===== config.mk =====
export PLATFORM = sky130hd
export DESIGN_NAME = cp0_unit
export DESIGN_NICKNAME = d
export VERILOG_FILES = /design/src/rtl/cp0_pkg.sv /design/src/rtl/cp0_unit.sv
export SDC_FILE = /design/constraint.sdc
export NUM_CORES = 1
export LEC_CHECK = 0
export BUFFER_PORTS_ARGS = -buffer_cell sky130_fd_sc_hd__buf_2
export CAP_MARGIN = 10
export CORE_MARGIN = 1
export CORE_UTILIZATION = 51
export DETAILED_ROUTE_END_ITERATION = 6
export GPL_ROUTABILITY_DRIVEN = 0
export PLACE_DENSITY = 0.92
export SLEW_MARGIN = 20
export SYNTH_ARGS = -nofsm -noshare
export SYNTH_HDL_FRONTEND = slang
export SYNTH_SLANG_ARGS = --single-unit

===== constraint.sdc =====
create_clock -name clk -period 5.3 [get_ports clk]
set_input_delay 0.795 -clock clk [delete_from_list [all_inputs] [get_ports clk]]
set_output_delay 0.795 -clock clk [all_outputs]
set_load 0.02 [all_outputs]

===== src/rtl/cp0_pkg.sv =====
// Shared definitions for the coprocessor-0 block: register numbers, SR/Cause
// field positions, exception codes and the handler entry point.
// Pure constants; no logic and no state.
package cp0_pkg;

    // CP0 register numbers addressable by mtc0/mfc0
    localparam logic [4:0] CP0_REG_SR    = 5'd12;
    localparam logic [4:0] CP0_REG_CAUSE = 5'd13;
    localparam logic [4:0] CP0_REG_EPC   = 5'd14;
    localparam logic [4:0] CP0_REG_PRID  = 5'd15;

    // SR field positions
    localparam int SR_IE    = 0;
    localparam int SR_EXL   = 1;
    localparam int SR_IM_LO = 10;
    localparam int SR_IM_HI = 15;

    // Cause field positions
    localparam int CAUSE_EXC_LO = 2;
    localparam int CAUSE_EXC_HI = 6;
    localparam int CAUSE_IP_LO  = 10;
    localparam int CAUSE_IP_HI  = 15;
    localparam int CAUSE_BD     = 31;

    // ExcCode values carried down the pipeline
    localparam logic [4:0] EXC_CODE_INT     = 5'd0;
    localparam logic [4:0] EXC_CODE_ADEL    = 5'd4;
    localparam logic [4:0] EXC_CODE_ADES    = 5'd5;
    localparam logic [4:0] EXC_CODE_SYSCALL = 5'd8;
    localparam logic [4:0] EXC_CODE_RI      = 5'd10;
    localparam logic [4:0] EXC_CODE_OV      = 5'd12;

    // Exception/interrupt handler entry address used by the fetch redirect
    localparam logic [31:0] HANDLER_ADDR = 32'h0000_4180;

endpackage


===== src/rtl/cp0_unit.sv =====
// Coprocessor-0 at the M stage: SR/Cause/EPC/PRId plus exception and interrupt
// request generation. Req is combinational in the cause cycle; register updates
// appear on CP0Out/EPCOut one cycle later. No backpressure; Req flushes F/D/E/M.
// Ports: clk/rst (async active-low); en/CP0Add/CP0In/CP0Out for mtc0/mfc0;
// VPC/BDIn/ExcCodeIn/HWInt/EXLClr exception inputs; Req and EPCOut to the pipeline.
module cp0_unit
    import cp0_pkg::*;
#(
    parameter logic [31:0] PRID    = 32'h2023_0007,
    parameter logic [4:0]  EXC_INT = 5'd0
) (
    input  logic        clk,
    input  logic        rst,
    input  logic        en,
    input  logic [4:0]  CP0Add,
    input  logic [31:0] CP0In,
    output logic [31:0] CP0Out,
    input  logic [31:0] VPC,
    input  logic        BDIn,
    input  logic [4:0]  ExcCodeIn,
    input  logic [5:0]  HWInt,
    input  logic        EXLClr,
    output logic [31:0] EPCOut,
    output logic        Req
);

    // SR fields
    logic [5:0]  r_im;
    logic        r_exl;
    logic        r_ie;
    // Cause fields
    logic        r_bd;
    logic [5:0]  r_ip;
    logic [4:0]  r_exccode;
    // EPC is always word aligned, so only the upper 30 bits are stored
    logic [31:2] r_epc;

    logic        w_int_req;
    logic        w_exc_req;
    logic [31:2] w_epc_entry;
    logic [31:0] w_sr;
    logic [31:0] w_cause;
    logic        w_unused_vpc;

    assign w_int_req = (|(HWInt & r_im)) & r_ie & ~r_exl;
    assign w_exc_req = (ExcCodeIn != 5'd0) & ~r_exl;
    assign Req       = w_int_req | w_exc_req;

    // A delay-slot instruction restarts at its branch, one word earlier
    assign w_epc_entry  = BDIn ? (VPC[31:2] - 30'd1) : VPC[31:2];
    assign w_unused_vpc = ^VPC[1:0];

    always_comb begin
        w_sr                          = '0;
        w_sr[SR_IM_HI:SR_IM_LO]       = r_im;
        w_sr[SR_EXL]                  = r_exl;
        w_sr[SR_IE]                   = r_ie;
        w_cause                       = '0;
        w_cause[CAUSE_BD]             = r_bd;
        w_cause[CAUSE_IP_HI:CAUSE_IP_LO]   = r_ip;
        w_cause[CAUSE_EXC_HI:CAUSE_EXC_LO] = r_exccode;
    end

    always_comb begin
        CP0Out = '0;
        case (CP0Add)
            CP0_REG_SR:    CP0Out = w_sr;
            CP0_REG_CAUSE: CP0Out = w_cause;
            CP0_REG_EPC:   CP0Out = {r_epc, 2'b00};
            CP0_REG_PRID:  CP0Out = PRID;
            default:       CP0Out = '0;
        endcase
    end

    assign EPCOut = {r_epc, 2'b00};

    always_ff @(posedge clk or negedge rst) begin
        if (!rst) begin
            r_im      <= '0;
            r_exl     <= 1'b0;
            r_ie      <= 1'b0;
            r_bd      <= 1'b0;
            r_ip      <= '0;
            r_exccode <= '0;
            r_epc     <= '0;
        end else begin
            // Pending lines are sampled every cycle, exception entry or not
            r_ip <= HWInt;
            if (Req) begin
                // Exception entry wins over any coincident mtc0 or eret
                r_exl     <= 1'b1;
                r_bd      <= BDIn;
                r_exccode <= w_int_req ? EXC_INT : ExcCodeIn;
                r_epc     <= w_epc_entry;
            end else begin
                if (en && (CP0Add == CP0_REG_SR)) begin
                    r_im  <= CP0In[SR_IM_HI:SR_IM_LO];
                    r_ie  <= CP0In[SR_IE];
                    // eret in the same cycle still leaves EXL clear
                    r_exl <= CP0In[SR_EXL] & ~EXLClr;
                end else if (EXLClr) begin
                    r_exl <= 1'b0;
                end
                if (en && (CP0Add == CP0_REG_EPC)) begin
                    r_epc <= CP0In[31:2];
                end
            end
        end
    end

endmodule


Yosys cells after proc, flatten, opt, wreduce, memory -nomap -nowiden
Index checks and enable logic that the tools add are counted.
- bits in registers: 50
- input bits: 85
- output and inout bits: 65
- word-level logic and storage cells: 36
- reductions and logical operators: 7
- eq/ne operators: 4
- $add $sub $neg: 1
- mux-type cells: 8
- bitwise gates (word level): 9
- operators by type and width (operator ; number):
    32-bit case mux with 4 select lines ; 1
    30-bit two-way mux ; 3
    30-bit by 1-bit subtractor with 30-bit output, second input constant ; 1
    5-bit by 4-bit equality test with 1-bit output, second input constant ; 4
    6-bit AND ; 1
    6-bit OR reduction ; 1
    5-bit two-way mux ; 1
    5-bit nonzero test ; 1
    1-bit AND ; 4
    1-bit two-way mux ; 3
    1-bit inverter ; 3
    3-bit nonzero test ; 1
    1-bit logical AND ; 2
    2-bit AND reduction ; 1
    2-bit nonzero test ; 1
    1-bit bitwise OR ; 1

Depth between registers and ports, before layout
Gate-level depths: netlist of run 1.
- depth in word-level cells: 7
- depth in mapped cells: 7
- gate-level depth less buffers: 7

Worst setup path before layout of run 1
OpenSTA, ideal clock, no wires.
- path kind: input-to-output
- start: input CP0Add[0]
- end: output CP0Out[10]
- data arrival time: 1.919 ns
- slack: 2.586 ns
- stages: 6
- path through: buf_2 > nor2b_1 > clkbuf_1 > clkbuf_1 > a21oi_1 > nor2_1
- longest elaborated chain between the ends: 2
- elaborated cells on any way between the ends: 5
- ends and longest elaborated chain (item ; RTL line ; source):
    from (decl) ; cp0_unit.sv:15 ; input logic [4:0] CP0Add,
    5-bit by 4-bit equality test with 1-bit output ; cp0_unit.sv:66 ; case (CP0Add)
    32-bit case mux with 4 select lines (*) ; cp0_unit.sv:66 ;
    to (decl) ; cp0_unit.sv:17 ; output logic [31:0] CP0Out,
Mark *: on every way between the ends. The rest lies on a longest branch, timed or not.

Worst setup path after layout of run 1
- start: input CP0Add[1]
- end: register r_epc[15] (netlist bit)
- longest elaborated chain between the ends: 3
- ends and longest elaborated chain (item ; RTL line ; source):
    5-bit by 4-bit equality test with 1-bit output ; cp0_unit.sv:104 ; if (en && (CP0Add == CP0_REG_EPC)) begin
    1-bit logical AND ; cp0_unit.sv:104 ;
    2-bit nonzero test (no source line) ; n/a ;
    to (signal assigned) ; cp0_unit.sv:94 ; r_epc <= w_epc_entry;
    to (signal assigned) ; cp0_unit.sv:105 ; r_epc <= CP0In[31:2];
    to (decl) ; cp0_unit.sv:36 ; logic [31:2] r_epc;
No other way between the ends.
A chain may end at the register's enable or synchronous reset.

==> impl_results.rst, run 1 <==
.. list-table::
   :header-rows: 1

   * - Metric
     - Value
   * - Outcome
     - complete, no violations
   * - RR Endpoint
     - r_im[5]$_DFFE_PN0P_
   * - Final critical delay including setup and external delays
     - 3.36 ns
   * - Number of max-slew violations in the final report
     - 0
   * - Cell breakdown of the critical path
     - buf_2 > nor2b_1 > buf_4 > nand3_2 > mux2i_1 > mux2i_1
   * - Critical path launch point
     - CP0Add[1]
   * - H-tree levels
     - 2
   * - Port buffer count
     - 145
   * - Post-synthesis cell type count
     - 40
   * - Initial antenna violation count
     - 0
   * - Path depth of the worst reg2reg path
     - 5
   * - Routed wire length
     - ~9000 um
   * - Final TNS setup
     - 0 ns
   * - Largest net degree at the start of global routing
     - 52
   * - Clock Tree Root
     - sky130_fd_sc_hd__clkbuf_8
   * - RSZ-0062 raised after global routing
     - no
   * - Number of rows in the core area
     - 28
   * - Synth Instances
     - 337
   * - Worst r2r src
     - r_im[3]$_DFFE_PN0P_
   * - Hold buffers post-CTS
     - 0
   * - Simple-gate area share of the yosys netlist
     - 0.206
   * - Cell area after technology mapping
     - 3190 um2
   * - Worst setup EP type
     - flop
   * - Initial Utilization
     - 0.532
   * - Arrival time of data at the critical path endpoint
     - 3.53 ns
   * - XOR/XNOR Fraction of Synth Area
     - 0.0769
   * - Required time worst endpoint
     - 5.47 ns
   * - Worst path max stage delay
     - ~0.86 ns
   * - Placed instance count
     - roughly 540
   * - Seq cells post-synth
     - 50
   * - Gr usage total
     - 0.283
   * - Stages on worst setup path
     - 6
   * - Cell types with the largest area share after synthesis
     - sky130_fd_sc_hd__dfrtp_1, sky130_fd_sc_hd__mux2i_1, sky130_fd_sc_hd__xnor2_1
   * - Number of hold violations in the final report
     - 0
   * - Boundary pin count
     - 150
   * - Number of clock sinks
     - 50
   * - Worst setup endpoint
     - r_epc[15]$_DFFE_PN0P_
   * - Overflow left after global routing
     - 0
   * - Final antenna diode count
     - 0
   * - Total number of nets in the final design
     - 559
   * - First-pass DRT Iterations
     - 4
   * - Post-synth top area share
     - 0.392
   * - Vias in the first global route
     - 2969
   * - Main combinational cell family by area after synthesis
     - multiplexers
   * - Pre-CTS worst setup slack
     - 1.67 ns
   * - Reg2reg setup slack
     - 3.19 ns
   * - Crit path max-delay cell type
     - sky130_fd_sc_hd__nand3_2
   * - PwrDens
     - a little over 400 nW/um2
   * - Synth-to-Final Area Change
     - 27.1%
   * - Vias
     - approximately 3100
   * - Maximum clock insertion buffer count
     - 2
   * - Detailed router's first-iteration violation count
     - 219
   * - Area leader, netlist
     - sky130_fd_sc_hd__dfrtp_1
   * - Cts bufs inserted
     - 5
   * - Number of non-filler instances in the completed layout
     - 549
   * - Worst setup skew after layout
     - 0.00774 ns
   * - Average cell area after synthesis
     - 9.46 um2
   * - Most frequently used flop master after synthesis
     - sky130_fd_sc_hd__dfrtp_1
   * - Detailed-route wire length per cell
     - 16.3 um
   * - Yosys warning count
     - 0
   * - Bufs and invs on worst path
     - 2
   * - Peak supply drop
     - 0.000227 V
   * - DRC violation count after routing
     - 0
   * - Clock latency of the later-clocked register in the worst-skew pair
     - 0.30 ns
   * - Worst max-slew margin expressed relative to the limit
     - 0.249
   * - Share of synthesized flip-flops with an asynchronous set or reset
     - 1.00
   * - Share of synthesized area spent on multiplexers
     - 0.207
   * - Actual transition at the worst max-transition pin
     - 1.13 ns
   * - Area enclosed by the die boundary
     - about 6600 um2
   * - Antenna-violating nets left
     - 0
   * - Area fraction in compound gates after synthesis
     - 0.0769
   * - Class of the tightest hold or removal check
     - primary input to async pin
   * - Post-CTS setup buffer count
     - 0
   * - Clock Pin Slew Worst Setup and Hold Paths
     - 0.10 ns
   * - Clock tree from TritonCTS
     - built
   * - Number of max-cap violations
     - 0
   * - Adder and majority gate portion of the synthesized area
     - 0.00392
   * - Wire length of the first global-routing pass
     - 14100 um
   * - Final setup margin
     - 1.94 ns
   * - Register area share after synthesis
     - 0.392
   * - Chip height
     - 81.1 um
   * - Startpoint class of the critical path
     - primary input
   * - Most repeated library cell on the critical path
     - sky130_fd_sc_hd__mux2i_1
   * - Crit path kind
     - primary input to flop
   * - Worst Path Max Fanout
     - 30
   * - DPL Wire Length
     - 6870 um
   * - Area inside the core boundary
     - 5990 um2
   * - Die span in x
     - 81.1 um
   * - Count of cells resized by post-cts repair
     - 0
   * - Most common cell in the synthesized netlist
     - sky130_fd_sc_hd__mux2i_1
   * - EDFF count, synth
     - 0
   * - Period Utilization, post-route
     - 0.634
   * - Crit-path leading delay family
     - simple AND/OR/NAND/NOR gates
   * - Static leakage
     - 2.16 nW
   * - F_max
     - 297 MHz
   * - Most numerous cell types in the synthesized netlist
     - sky130_fd_sc_hd__mux2i_1, sky130_fd_sc_hd__dfrtp_1, sky130_fd_sc_hd__nor2_1
   * - Ratio of routed vias to standard cells
     - 5.60
   * - Fraction of layout instances using a drive strength above 1
     - 0.365
   * - Setup-violating endpoint count in the final report
     - 0
routing by layer:
| metal | wire (um) | track usage | vias to the layer above |
|---|---|---|---|
| met5 | 0 | 0 | - |
| met4 | 169 | 0.121 | 0 |
| met3 | 577 | 0.0449 | 12 |
| met2 | 4670 | 0.492 | 137 |
| met1 | 3560 | 0.346 | 1458 |
| li1 | - | - | 1465 |
cell families after synthesis:
group                    after synthesis
AO/OA/AOI/OAI                         38
flip-flops                            50
other                                  1
AND/OR/NAND/NOR                      128
buffers and inverters                 26
multiplexers                          65
adder cells (fa/ha/maj)                1
XOR/XNOR                              28
registers in the layout (all words and copies together), names as in the netlist:
| name | cells |
|---|---|
| r_bd | 1 |
| r_ip | 6 |
| r_exccode | 5 |
| r_exl | 1 |
| r_epc | 30 |
| r_ie | 1 |
| r_im | 6 |
report_power, final:
part           total (W)  internal (W)  switching (W)
clock           0.000235      0.000105       0.000129
sequential      0.000668      0.000541       0.000126
combinational   0.000729      0.000292       0.000436
total            0.00163      0.000939       0.000692
cell type report:
type / count / area, um2
fill: 483 / 1940
multi-input combinational: 262 / 1840
inverter: 7 / 26.3
tap: 75 / 93.8
clock inverter: 2 / 12.5
sequential: 50 / 1250
timing repair buffer: 147 / 743
clock buffer: 6 / 82.6
worst min-delay path by stage:
stage | end | slack [ns]
after floorplan | r_bd$_DFFE_PN0N_ | 0.48
after global placement | r_bd$_DFFE_PN0N_ | 0.49
after detailed placement | r_bd$_DFFE_PN0N_ | 0.51
after CTS | r_bd$_DFFE_PN0N_ | 0.53
after global routing | r_epc[23]$_DFFE_PN0P_ | 0.55
final | r_epc[25]$_DFFE_PN0P_ | 0.51
placed cells by master (no fill, tap or decap), types with 10 or more instances in the layout:
| cell | n |
|---|---|
| sky130_fd_sc_hd__and3_1 | 14 |
| sky130_fd_sc_hd__buf_2 | 144 |
| sky130_fd_sc_hd__dfrtp_1 | 50 |
| sky130_fd_sc_hd__mux2i_1 | 57 |
| sky130_fd_sc_hd__nand2_1 | 23 |
| sky130_fd_sc_hd__nand3_1 | 10 |
| sky130_fd_sc_hd__nor2_1 | 38 |
| sky130_fd_sc_hd__nor3_1 | 11 |
| sky130_fd_sc_hd__nor4_1 | 10 |
| sky130_fd_sc_hd__o21ai_0 | 16 |
| sky130_fd_sc_hd__xnor2_1 | 25 |
worst reg2reg max path: cells and delay by family, from the launching register on:
family / cells / cell delay, ns
simple gates: 1 / 0.35
compound gates: 3 / 0.84
flops: 1 / 0.41
mux: 1 / 0.39
metrics by stage:
stage / instance area [um2] / hold WS [ns] / utilization / total power (W)
after global placement: 3960 / 0.493 / 0.660 / 0.00137
after floorplan: 3190 / 0.482 / - / 0.00113
after global routing: 4050 / 0.552 / 0.676 / 0.00174
after CTS: 4050 / 0.526 / 0.676 / 0.00164
after detailed placement: 3960 / 0.505 / 0.660 / 0.00141
final: 4050 / 0.507 / 0.676 / 0.00163
No activity file was read; power rests on OpenSTA's default activity.
==> run 2, diff against run 1 <==
ABC_AREA = 1   (was not set)
CORE_UTILIZATION = 44   (was 51)
PLACE_DENSITY = 0.82   (was 0.92)
clock period = 2.7 ns   (was 5.3 ns; I/O delays follow)
==> impl_results.rst, run 2 <==
.. list-table::
   :header-rows: 1

   * - Metric
     - Value
   * - Arrival time of data at the critical path endpoint
     - between 1.5 and 2 ns
   * - Routed wire length
     - 10700 um
   * - Clock tree from TritonCTS
     - built
   * - Number of clock sinks
     - 50
   * - Area fraction in compound gates after synthesis
     - 0.0944
   * - Startpoint class of the critical path
     - primary input
   * - Post-synthesis cell type count
     - 32
   * - Synth-to-Final Area Change
     - 23.6%
   * - Cell types with the largest area share after synthesis
     - sky130_fd_sc_hd__dfrtp_1, sky130_fd_sc_hd__nand2_1, sky130_fd_sc_hd__inv_1
   * - Register area share after synthesis
     - 0.341
   * - Switching power total
     - roughly 0.0019 W
   * - Static leakage
     - around 2.7 nW
   * - Vias in the first global route
     - 3792
   * - Detailed-route wire length per cell
     - 13.2 um
   * - Outcome
     - complete, no violations
   * - Initial antenna violation count
     - 0
   * - PwrDens
     - 855 nW/um2
   * - Internal power
     - 0.00203 W
   * - Cell area after technology mapping
     - roughly 3700 um2
   * - Boundary pin count
     - 150
   * - Share of synthesized area spent on multiplexers
     - 0
   * - EDFF count, synth
     - 0
   * - Fraction of power consumed by the clock network
     - 0.139
   * - Area of all placed cells without fillers
     - 4530 um2
   * - Area enclosed by the die boundary
     - 8710 um2
   * - Final antenna diode count
     - 0
   * - Clock latency of the later-clocked register in the worst-skew pair
     - ~0.30 ns
   * - Simple-gate area share of the yosys netlist
     - 0.399
   * - Number of non-filler instances in the completed layout
     - 812
   * - Placed instance count
     - 805
   * - XOR/XNOR Fraction of Synth Area
     - 0.0263
   * - Peak supply drop
     - 0.000354 V
   * - Gr usage total
     - 0.250
   * - Ratio of routed vias to standard cells
     - 4.98
   * - Area leader, netlist
     - sky130_fd_sc_hd__dfrtp_1
   * - Reg with most FFs
     - r_epc
   * - Crit path kind
     - primary input to primary output
   * - Largest net degree at the start of global routing
     - 28
   * - Synth Instances
     - 570
   * - Class of the tightest hold or removal check
     - primary input to async pin
   * - Post-synth top area share
     - 0.341
   * - Period Utilization, post-route
     - 0.861
   * - Detailed router's first-iteration violation count
     - between 200 and 250
   * - Pre-CTS worst setup slack
     - between 0.3 and 0.4 ns
   * - Most frequently used flop master after synthesis
     - sky130_fd_sc_hd__dfrtp_1
   * - Most common cell in the synthesized netlist
     - sky130_fd_sc_hd__nand2_1
   * - Layout filler cell count
     - ~760
   * - Portion of total power attributed to sequential cells
     - 0.348
   * - DRC violation count after routing
     - 0
   * - Count of cells resized by post-cts repair
     - 0
   * - Post-CTS setup buffer count
     - 0
   * - Worst setup EP type
     - primary output
   * - Leading cell type in the layout, fill and taps excluded
     - sky130_fd_sc_hd__nand2_1
   * - H-tree levels
     - 2
   * - Commonest non-fill, non-tap cells in the layout
     - sky130_fd_sc_hd__nand2_1, sky130_fd_sc_hd__buf_2, sky130_fd_sc_hd__inv_1, sky130_fd_sc_hd__nor2_1, sky130_fd_sc_hd__dfrtp_1
   * - Final TNS setup
     - 0 ns
   * - Die span in x
     - 93.3 um
   * - Regs by FF count
     - r_epc (30), r_im (6), r_ip (6)
   * - Hold buffers post-CTS
     - 0
   * - Part of the total power dissipated in combinational logic
     - 0.513
   * - Chip height
     - 93.3 um
   * - Setup-violating endpoint count in the final report
     - 0
   * - Cts bufs inserted
     - 5
   * - Final setup margin
     - 0.375 ns
   * - Fraction of layout instances using a drive strength above 1
     - 0.266
   * - Share of synthesized flip-flops with an asynchronous set or reset
     - 1.00
   * - Tightest hold margin
     - ~0.070 ns
   * - Required time worst endpoint
     - 2.30 ns
   * - Path depth of the worst reg2reg path
     - 10
   * - Number of rows in the core area
     - 32
   * - Average cell area after synthesis
     - 6.44 um2
   * - Adder and majority gate portion of the synthesized area
     - 0.00341
   * - RSZ-0062 raised after global routing
     - no
   * - Antenna-violating nets left
     - 0
   * - Yosys warning count
     - 0
   * - Net switching share of the total power
     - 0.478
   * - Maximum clock insertion buffer count
     - 2
   * - Number of flip-flops under the largest register name
     - 30
   * - Overflow left after global routing
     - 0
   * - Initial Utilization
     - 0.465
   * - Wire length of the first global-routing pass
     - around 17000 um
   * - DPL Wire Length
     - 8540 um
   * - Post-DP Area
     - ~4400 um2
   * - Total number of nets in the final design
     - roughly 800
   * - Actual transition at the worst max-transition pin
     - between 0.5 and 0.6 ns
   * - Final critical delay including setup and external delays
     - ~2.3 ns
   * - Number of hold violations in the final report
     - 0
   * - Vias
     - approximately 4000
   * - First-pass DRT Iterations
     - 5
   * - Clock Tree Root
     - sky130_fd_sc_hd__clkbuf_8
   * - Seq cells post-synth
     - 50
   * - Worst setup skew after layout
     - approximately 0.0047 ns
   * - Main combinational cell family by area after synthesis
     - simple AND/OR/NAND/NOR gates
   * - Number of max-cap violations
     - 0
   * - F_max
     - 430 MHz
   * - Most numerous cell types in the synthesized netlist
     - sky130_fd_sc_hd__nand2_1, sky130_fd_sc_hd__inv_1, sky130_fd_sc_hd__nor2_1
   * - Area inside the core boundary
     - 7890 um2
   * - Clock Pin Slew Worst Setup and Hold Paths
     - 0.09 ns
   * - Port buffer count
     - 145
   * - Worst Path Max Fanout
     - 14
   * - Number of max-slew violations in the final report
     - 0
   * - Worst max-slew margin expressed relative to the limit
     - 0.644
run 2: cell type report:
type	count	area, um2	area share
Clock buffer	6	82.6	0.0182
Clock inverter	1	30.0	0.00662
Inverter	96	362	0.0797
Multi-Input combinational cell	408	1930	0.425
Sequential cell	50	1250	0.276
Tap cell	102	128	0.0281
Timing Repair Buffer	149	756	0.167
run 2: cells by family after synthesis:
group,Yosys count
other cells,1
fa+ha+maj,1
compound gates,66
buf+inv,113
simple gates,328
flops,50
xor+xnor,11
run 2: path summary, 6_finish.rpt:
check | from | to | slack, ns
min in group clk | HWInt[4] | r_ip[4]$_DFF_PN0_ | 0.22
max | CP0Add[4] | CP0Out[26] | 0.38
min reg2reg | r_epc[23]$_DFFE_PN0P_ | r_epc[23]$_DFFE_PN0P_ | 0.51
min | rst | r_exl$_DFFE_PN0P_ | 0.07
max in group asynchronous | rst | r_ip[3]$_DFF_PN0_ | 1.86
max reg2reg | r_im[4]$_DFFE_PN0P_ | r_epc[17]$_DFFE_PN0P_ | 0.81
run 2: per-layer routing:
| layer | wire (um) | GRT usage | vias to the layer above |
|---|---|---|---|
| li1 | - | - | 2018 |
| met1 | 4730 | 0.338 | 1835 |
| met2 | 5110 | 0.426 | 177 |
| met3 | 729 | 0.0236 | 11 |
| met4 | 133 | 0.0731 | 0 |
| met5 | 0 | 0 | - |
run 2: metrics by stage:
| step | util | total power [W] |
|---|---|---|
| after global placement | 0.561 | 0.00327 |
| after CTS | 0.575 | 0.00388 |
| after detailed placement | 0.561 | 0.00334 |
| after global routing | 0.575 | 0.00420 |
| final | 0.575 | 0.00388 |
| after floorplan | - | 0.00275 |
run 2: power by group through the flow:
stage	Combinational (W)	Clock [W]	Sequential [W]
detailed placement	0.00198	0	0.00136
global placement	0.00193	0	0.00134
finish	0.00199	0.000539	0.00135
global route	0.00225	0.000577	0.00138
CTS	0.00199	0.000546	0.00134
floorplan	0.00117	0	0.00158
run 2: critical path, stage by stage:
cell and delay (ns):
sky130_fd_sc_hd__buf_2 0.11, sky130_fd_sc_hd__nor2_2 0.14, sky130_fd_sc_hd__nand3_2 0.15, sky130_fd_sc_hd__nor2_4 0.37
sky130_fd_sc_hd__inv_1 0.33, sky130_fd_sc_hd__nor2_1 0.22, sky130_fd_sc_hd__buf_2 0.19
